===== src/rtl/keypad_row_scanner.sv =====
// Row-scanning keypad controller: drives a 4-to-16 active-low row decoder, debounces the
// active-low column returns and reports one key code per press over a valid/ready handshake.
module keypad_row_scanner #(
  parameter int NCOLS          = 4,
  parameter int SETTLE_CYCLES  = 4,
  parameter int DEBOUNCE_SCANS = 3,
  localparam int CW            = $clog2(NCOLS)
) (
  input  logic             clk,
  input  logic             rst,
  input  logic             scan_en,
  output logic [3:0]       row_sel,
  output logic             row_en,
  input  logic [NCOLS-1:0] col_n,
  output logic             key_valid,
  input  logic             key_ready,
  output logic [3+CW:0]    key_code,
  output logic             multi_key
);

  localparam int CNT_W = $clog2(SETTLE_CYCLES + 1);
  localparam int HIT_W = $clog2(DEBOUNCE_SCANS + 1);
  localparam logic [CNT_W-1:0] SETTLE_LAST = CNT_W'(SETTLE_CYCLES - 1);
  localparam logic [CNT_W-1:0] REL_SAMPLE  = CNT_W'(SETTLE_CYCLES);
  localparam logic [HIT_W-1:0] HITS_DONE   = HIT_W'(DEBOUNCE_SCANS);
  localparam logic [HIT_W-1:0] REL_LAST    = HIT_W'(DEBOUNCE_SCANS - 1);

  typedef enum logic [2:0] {IDLE, SETTLE, SAMPLE, REPORT, RELEASE} state_t;

  // Scanner state is kept as a named enum so checkers can bind to it directly.
  state_t           state;
  logic [CNT_W-1:0] cnt;
  logic [HIT_W-1:0] hit_cnt;
  logic [HIT_W-1:0] rel_cnt;
  logic [3+CW:0]    cand;

  logic [NCOLS-1:0] col_meta;
  logic [NCOLS-1:0] col_sync;
  logic [NCOLS-1:0] col_low;
  logic [CW-1:0]    low_idx;
  logic             any_low;
  logic             multi_low;
  logic             cand_match;
  logic [3+CW:0]    sample_code;
  logic [HIT_W-1:0] next_hits;

  // Idle level of an open column is high, so the synchronizer resets to all ones.
  always_ff @(posedge clk or posedge rst) begin
    if (rst) begin
      col_meta <= '1;
      col_sync <= '1;
    end else begin
      col_meta <= col_n;
      col_sync <= col_meta;
    end
  end

  assign col_low   = ~col_sync;
  assign any_low   = |col_low;
  assign multi_low = |(col_low & (col_low - NCOLS'(1)));

  always_comb begin
    low_idx = '0;
    for (int i = NCOLS - 1; i >= 0; i--) begin
      if (col_low[i]) low_idx = CW'(i);
    end
  end

  // The candidate always belongs to the current row (it is cleared on every row advance),
  // so a non-zero hit count plus an equal code means the same key was seen again.
  assign sample_code = {row_sel, low_idx};
  assign cand_match  = (hit_cnt != '0) && (cand == sample_code);
  assign next_hits   = cand_match ? hit_cnt + HIT_W'(1) : HIT_W'(1);

  // Handshake: key_valid rises with key_code/multi_key already stable and holds them until
  // a cycle where key_ready is also high; that cycle is the transfer and key_valid falls on
  // the following edge. key_valid never depends combinationally on key_ready.
  always_ff @(posedge clk or posedge rst) begin
    if (rst) begin
      state     <= IDLE;
      row_sel   <= '0;
      row_en    <= 1'b0;
      key_valid <= 1'b0;
      key_code  <= '0;
      multi_key <= 1'b0;
      cnt       <= '0;
      hit_cnt   <= '0;
      rel_cnt   <= '0;
      cand      <= '0;
    end else if (!scan_en && (state == SETTLE || state == SAMPLE || state == RELEASE)) begin
      state   <= IDLE;
      row_en  <= 1'b0;
      cnt     <= '0;
      hit_cnt <= '0;
      rel_cnt <= '0;
      cand    <= '0;
    end else begin
      case (state)
        IDLE: begin
          if (scan_en) begin
            state   <= SETTLE;
            row_sel <= '0;
            row_en  <= 1'b1;
            cnt     <= '0;
          end
        end
        SETTLE: begin
          if (cnt == SETTLE_LAST) begin
            state <= SAMPLE;
            cnt   <= '0;
          end else begin
            cnt <= cnt + CNT_W'(1);
          end
        end
        SAMPLE: begin
          if (!any_low) begin
            cand    <= '0;
            hit_cnt <= '0;
            row_sel <= row_sel + 4'd1;
            state   <= SETTLE;
          end else begin
            cand    <= sample_code;
            hit_cnt <= next_hits;
            if (next_hits == HITS_DONE) begin
              key_code  <= sample_code;
              multi_key <= multi_low;
              key_valid <= 1'b1;
              state     <= REPORT;
            end else begin
              state <= SETTLE;
            end
          end
        end
        REPORT: begin
          if (key_ready) begin
            key_valid <= 1'b0;
            if (scan_en) begin
              state   <= RELEASE;
              cnt     <= '0;
              rel_cnt <= '0;
            end else begin
              state   <= IDLE;
              row_en  <= 1'b0;
              cand    <= '0;
              hit_cnt <= '0;
            end
          end
        end
        RELEASE: begin
          // Same row period as the scan: SETTLE_CYCLES cycles of settling, then one sample.
          if (cnt != REL_SAMPLE) begin
            cnt <= cnt + CNT_W'(1);
          end else begin
            cnt <= '0;
            if (any_low) begin
              rel_cnt <= '0;
            end else if (rel_cnt == REL_LAST) begin
              rel_cnt <= '0;
              cand    <= '0;
              hit_cnt <= '0;
              row_sel <= row_sel + 4'd1;
              state   <= SETTLE;
            end else begin
              rel_cnt <= rel_cnt + HIT_W'(1);
            end
          end
        end
        default: begin
          state  <= IDLE;
          row_en <= 1'b0;
        end
      endcase
    end
  end

endmodule


===== config.mk =====
export PLATFORM = sky130hd
export DESIGN_NAME = keypad_row_scanner
export DESIGN_NICKNAME = d
export VERILOG_FILES = /design/src/rtl/keypad_row_scanner.sv
export SDC_FILE = /design/constraint.sdc
export NUM_CORES = 1
export LEC_CHECK = 0
export CAP_MARGIN = 25
export CORE_UTILIZATION = 50
export DETAILED_ROUTE_END_ITERATION = 6
export PLACE_DENSITY = 0.72
export SLEW_MARGIN = 20
export SYNTH_ARGS = -nofsm -noshare
export SYNTH_HDL_FRONTEND = slang
export SYNTH_SLANG_ARGS = --single-unit
export TNS_END_PERCENT = 10

===== constraint.sdc =====
create_clock -name clk -period 2.2 [get_ports clk]
set_input_delay 0.22 -clock clk [delete_from_list [all_inputs] [get_ports clk]]
set_output_delay 0.22 -clock clk [all_outputs]
set_load 0.03 [all_outputs]

==> results of run 1 <==
metrics by stage:
step           std cells  util [%]  area, sq um  power (mW)  hold WS, ns
2_1_floorplan        185         -         1920        1.07        0.224
3_5_place_dp         256      60.6         2220        1.20        0.347
4_1_cts              264      63.8         2340        1.82        0.323
6_report             264      63.8         2340        1.81        0.324
5_1_grt              264      63.8         2340        1.90        0.330
3_3_place_gp         256      60.6         2220        1.19        0.346
cells in the mapped netlist, types with 2 or more instances:
| master | count | area share [%] |
|---|---|---|
| sky130_fd_sc_hd__dfrtp_1 | 29 | 38 |
| sky130_fd_sc_hd__inv_1 | 15 | 2.9 |
| sky130_fd_sc_hd__nand2_1 | 15 | 2.9 |
| sky130_fd_sc_hd__o21ai_0 | 14 | 3.6 |
| sky130_fd_sc_hd__nor2_1 | 12 | 2.3 |
| sky130_fd_sc_hd__nand3_1 | 9 | 2.3 |
| sky130_fd_sc_hd__dfstp_2 | 8 | 11 |
| sky130_fd_sc_hd__a22o_1 | 7 | 3.2 |
| sky130_fd_sc_hd__a21oi_1 | 6 | 1.6 |
| sky130_fd_sc_hd__ha_1 | 6 | 3.9 |
| sky130_fd_sc_hd__mux2_4 | 5 | 3.9 |
| sky130_fd_sc_hd__xor2_1 | 5 | 2.3 |
| sky130_fd_sc_hd__clkbuf_1 | 4 | 0.78 |
| sky130_fd_sc_hd__and3_1 | 3 | 0.98 |
| sky130_fd_sc_hd__nand2b_1 | 3 | 0.98 |
| sky130_fd_sc_hd__nor3_1 | 3 | 0.78 |
| sky130_fd_sc_hd__o21a_1 | 3 | 1.2 |
| sky130_fd_sc_hd__xnor2_1 | 3 | 1.4 |
| sky130_fd_sc_hd__a32o_1 | 2 | 1.0 |
| sky130_fd_sc_hd__mux2_1 | 2 | 1.2 |
| sky130_fd_sc_hd__mux2i_1 | 2 | 1.0 |
| sky130_fd_sc_hd__nand4_1 | 2 | 0.65 |
| sky130_fd_sc_hd__nor2b_1 | 2 | 0.65 |
| sky130_fd_sc_hd__or2_1 | 2 | 0.65 |
power by group:
group | leakage (nW) | total [mW] | switching [mW] | internal, mW
combinational | 0.528 | 0.388 | 0.213 | 0.175
sequential | 0.469 | 0.804 | 0.0635 | 0.741
clock | 0.0574 | 0.615 | 0.246 | 0.368
critical path: cells and delay by family (launching register included):
family | cells | cell delay, ns
AOI/OAI and AO/OA | 2 | 0.43
muxes | 1 | 0.31
buffers and inverters | 1 | 0.19
and+or+nand+nor | 2 | 0.31
DFF | 1 | 0.59
registers in the layout, indices dropped and copies added (netlist names):
register and flops:
cand 6, hit_cnt 2, row_en 1, rel_cnt 2, row_sel 4, state 3
col_meta 4, col_sync 4, multi_key 1, key_code 6, key_valid 1, cnt 3
kinds of logic (layout without fill, tap and decap cells):
logic type | count (synthesis) | count (layout)
buffers and inverters | 21 | 52
XOR/XNOR | 8 | 8
AO/OA/AOI/OAI | 42 | 42
flip-flops | 37 | 37
adder cells (fa/ha/maj) | 6 | 6
AND/OR/NAND/NOR | 61 | 61
multiplexers | 10 | 10
layout make-up:
| cell class | count | share of cell area, % |
|---|---|---|
| sequential | 37 | 40.0 |
| clock inverter | 2 | 1.61 |
| tap | 48 | 2.57 |
| inverter | 16 | 2.57 |
| timing repair buffer | 28 | 11.1 |
| clock buffer | 6 | 3.53 |
| multi-input combinational | 127 | 38.5 |
per-layer routing:
metal | global-route usage (%) | share of wire, %
met1 | 24.7 | 43
met2 | 37.6 | 51
met3 | 5.71 | 4.6
met4 | 9.38 | 1.8
met5 | 0 | 0
how the worst max path moves through the flow:
stage	to	slack, ns	cells after the start
floorplan	key_code[2]$_DFFE_PP0P_	0.33	6
global placement	key_code[5]$_DFFE_PP0P_	0.30	6
detailed placement	cand[0]$_DFFE_PP0P_	0.26	5
CTS	key_code[4]$_DFFE_PP0P_	0.26	6
global route	key_code[3]$_DFFE_PP0P_	0.16	6
finish	key_code[5]$_DFFE_PP0P_	0.26	6
==> summary.md, run 1 <==
| Metric | Value |
|---|---|
| Register cell area after layout | `936 sq um` |
| Worst Setup SP | `col_sync[1]$_DFF_PP1_` |
| Post-CTS Resized | `0` |
| Filler cell count | `between 200 and 300` |
| Power density cells | `around 770 mW/mm^2` |
| Clock-pin slew on the worst setup and hold paths | `around 0.08 ns` |
| Compound-gate portion of the synthesized area | `15.0%` |
| Share of the synthesized netlist area taken by xor and xnor gates | `under 10%` |
| RePlAce Congestion | `roughly 0.85` |
| Fin Clk Skew | `roughly 0.0057 ns` |
| Fmax achieved | `516 MHz` |
| Row count | `22` |
| Endpoint of the lowest-slack register-to-register path | `key_code[5]$_DFFE_PP0P_` |
| TNS Setup | `0 ns` |
| Synth Warn # | `0` |
| Result of the run | `finished, final reports clean` |
| Total Die Area | `between 0.004 and 0.005 sq mm` |
| CP required | `2.38 ns` |
| Count of antenna diodes in the layout | `0` |
| Multi-input combinational cell area | `~900 sq um` |
| Number of buffers added for setup after CTS | `0` |
| Total global routing track utilization | `a little over a fifth` |
| Worst reg2reg path depth | `6` |
| Worst-margin pin slew | `between 0.4 and 0.5 ns` |
| Library cell contributing the largest single delay on the critical path | `sky130_fd_sc_hd__dfstp_2` |
| Synth cell types | `47` |
| Critical path, cell by cell | `nand3_1, a211o_2, o21ai_2, and4_1, buf_4, mux2_4` |
| Most used flip-flop cell after synthesis | `sky130_fd_sc_hd__dfrtp_1` |
| Count of TritonRoute iterations in the first routing pass | `4` |
| Simple-gate share of the synthesized area | `17.6%` |
| Vias after detailed routing | `roughly 1.5k` |
| Fin worst setup slack | `0.261 ns` |
| Wirelength per Cell | `between 10 and 15 um` |
| Reg2Reg Launch Point | `col_sync[1]$_DFF_PP1_` |
| Share of cells above drive strength 1 | `roughly 18%` |
| Post-Synthesis Cells | `about 190` |
| Final setup violation count | `0` |
| Total count of max-transition violations in the final report | `0` |
| Max transition margin | `69.7%` |
| Post-DP HPWL | `2.78 mm` |
| Synth Area in Adders | `between 3 and 4%` |
| Final Critical Period | `approximately 1.9 ns` |
| Vertical extent of the die | `around 64 um` |
| H-tree levels | `2` |
| Average cell area after synthesis | `slightly above 10 sq um` |
| Count of flip-flops with a built-in enable after synthesis | `0` |
| Static leakage | `around 1.1 nW` |
| Most common library cell in the layout ignoring fill and taps | `sky130_fd_sc_hd__dfrtp_1` |
| Pin count of the biggest net entering global routing | `38` |
| Total Wirelength | `3.74 mm` |
| Post-synthesis cell area | `about 0.0019 sq mm` |
| Number of nets in the synthesized netlist | `between 150 and 200` |
| TritonCTS Sinks | `37` |
| Main combinational cell family by area after synthesis | `simple AND/OR/NAND/NOR gates` |
| Wire length of the first global-routing pass | `between 6 and 7 mm` |
| Routed Antenna Nets | `0` |
| Initial antenna violation count | `0` |
| Total count of hold-check failures in the final report | `0` |
| Critical path fanouts, max | `8` |
| Unrepaired setup endpoints after global routing | `false` |
| Flip-flop and latch count after synthesis | `37` |
| Vias in the first global route | `~1.5k` |
| Area of the placeable core | `between 0.003 and 0.004 sq mm` |
| Critical path class | `reg -> reg` |
| MaxCap Viol Count | `0` |
| Post-synthesis mux area share | `approximately 6.7%` |
| Detailed-route DRC error count | `0` |
| Area grow syn2layout | `21.5%` |
| Fraction of synthesis flops using an asynchronous set or reset pin | `100%` |
| Count of nets after finishing | `about 230` |
| Worst skew pair latency | `0.29 ns` |
| Worst setup slack before clock tree synthesis | `around 0.26 ns` |
| Number of hold-repair buffers added at the cts stage | `0` |
| Number of ports placed on the die boundary | `21` |
| Share of the clock period used by the worst path after layout | `just under 90%` |
| Quantity of I/O buffers inserted on ports | `20` |
| Arrival time at the worst endpoint | `approximately 2.1 ns` |
| Initial Utilization | `about 53%` |
| CTS Root Cell | `sky130_fd_sc_hd__clkbuf_8` |
| Num CTS Buffers | `5` |
| CTS tree | `yes` |
| Kind of capture point of the worst setup path | `register` |
| Detailed router's first-iteration violation count | `a little over 70` |
| Nature of the critical path startpoint | `register` |
| Highest-count cells in the layout ignoring fill and taps | `sky130_fd_sc_hd__dfrtp_1, sky130_fd_sc_hd__clkdlybuf4s50_1, sky130_fd_sc_hd__nand2_1, sky130_fd_sc_hd__inv_1, sky130_fd_sc_hd__o21ai_0` |
| Buffer levels on the longest clock path | `2` |
| Sequential area share after synthesis | `48.7%` |
| VDD IR max | `between 0.4 and 0.5 mV` |
| Delay contributed by the slowest stage of the critical path | `0.59 ns` |
| Via density | `5.57` |
| Die X-Extent | `~64 um` |
| Final global-route overflow total | `0` |
| Worst Hold Class | `in -> async` |
| Worst reg2reg setup slack | `roughly 0.26 ns` |
Note: power is estimated with default switching activity, not from simulation.
==> run 2: changes to the inputs <==
--- a/config.mk
+++ b/config.mk
@@ -5,6 +5,7 @@
 export SDC_FILE = /design/constraint.sdc
 export NUM_CORES = 1
 export LEC_CHECK = 0
+export ABC_CLOCK_PERIOD_IN_PS = 2200
 export CAP_MARGIN = 25
 export CORE_UTILIZATION = 50
 export DETAILED_ROUTE_END_ITERATION = 6
==> results of run 2 <==
Same layout as run 1: the final DEF is identical, and so are final timing and power.
==> run 3: changes to the inputs <==
--- a/config.mk
+++ b/config.mk
@@ -10,6 +10,7 @@
 export CORE_UTILIZATION = 50
 export DETAILED_ROUTE_END_ITERATION = 6
 export PLACE_DENSITY = 0.72
+export SKIP_CTS_REPAIR_TIMING = 1
 export SLEW_MARGIN = 20
 export SYNTH_ARGS = -nofsm -noshare
 export SYNTH_HDL_FRONTEND = slang
==> results of run 3 <==
Same layout as run 1: the final DEF is identical, and so are final timing and power.
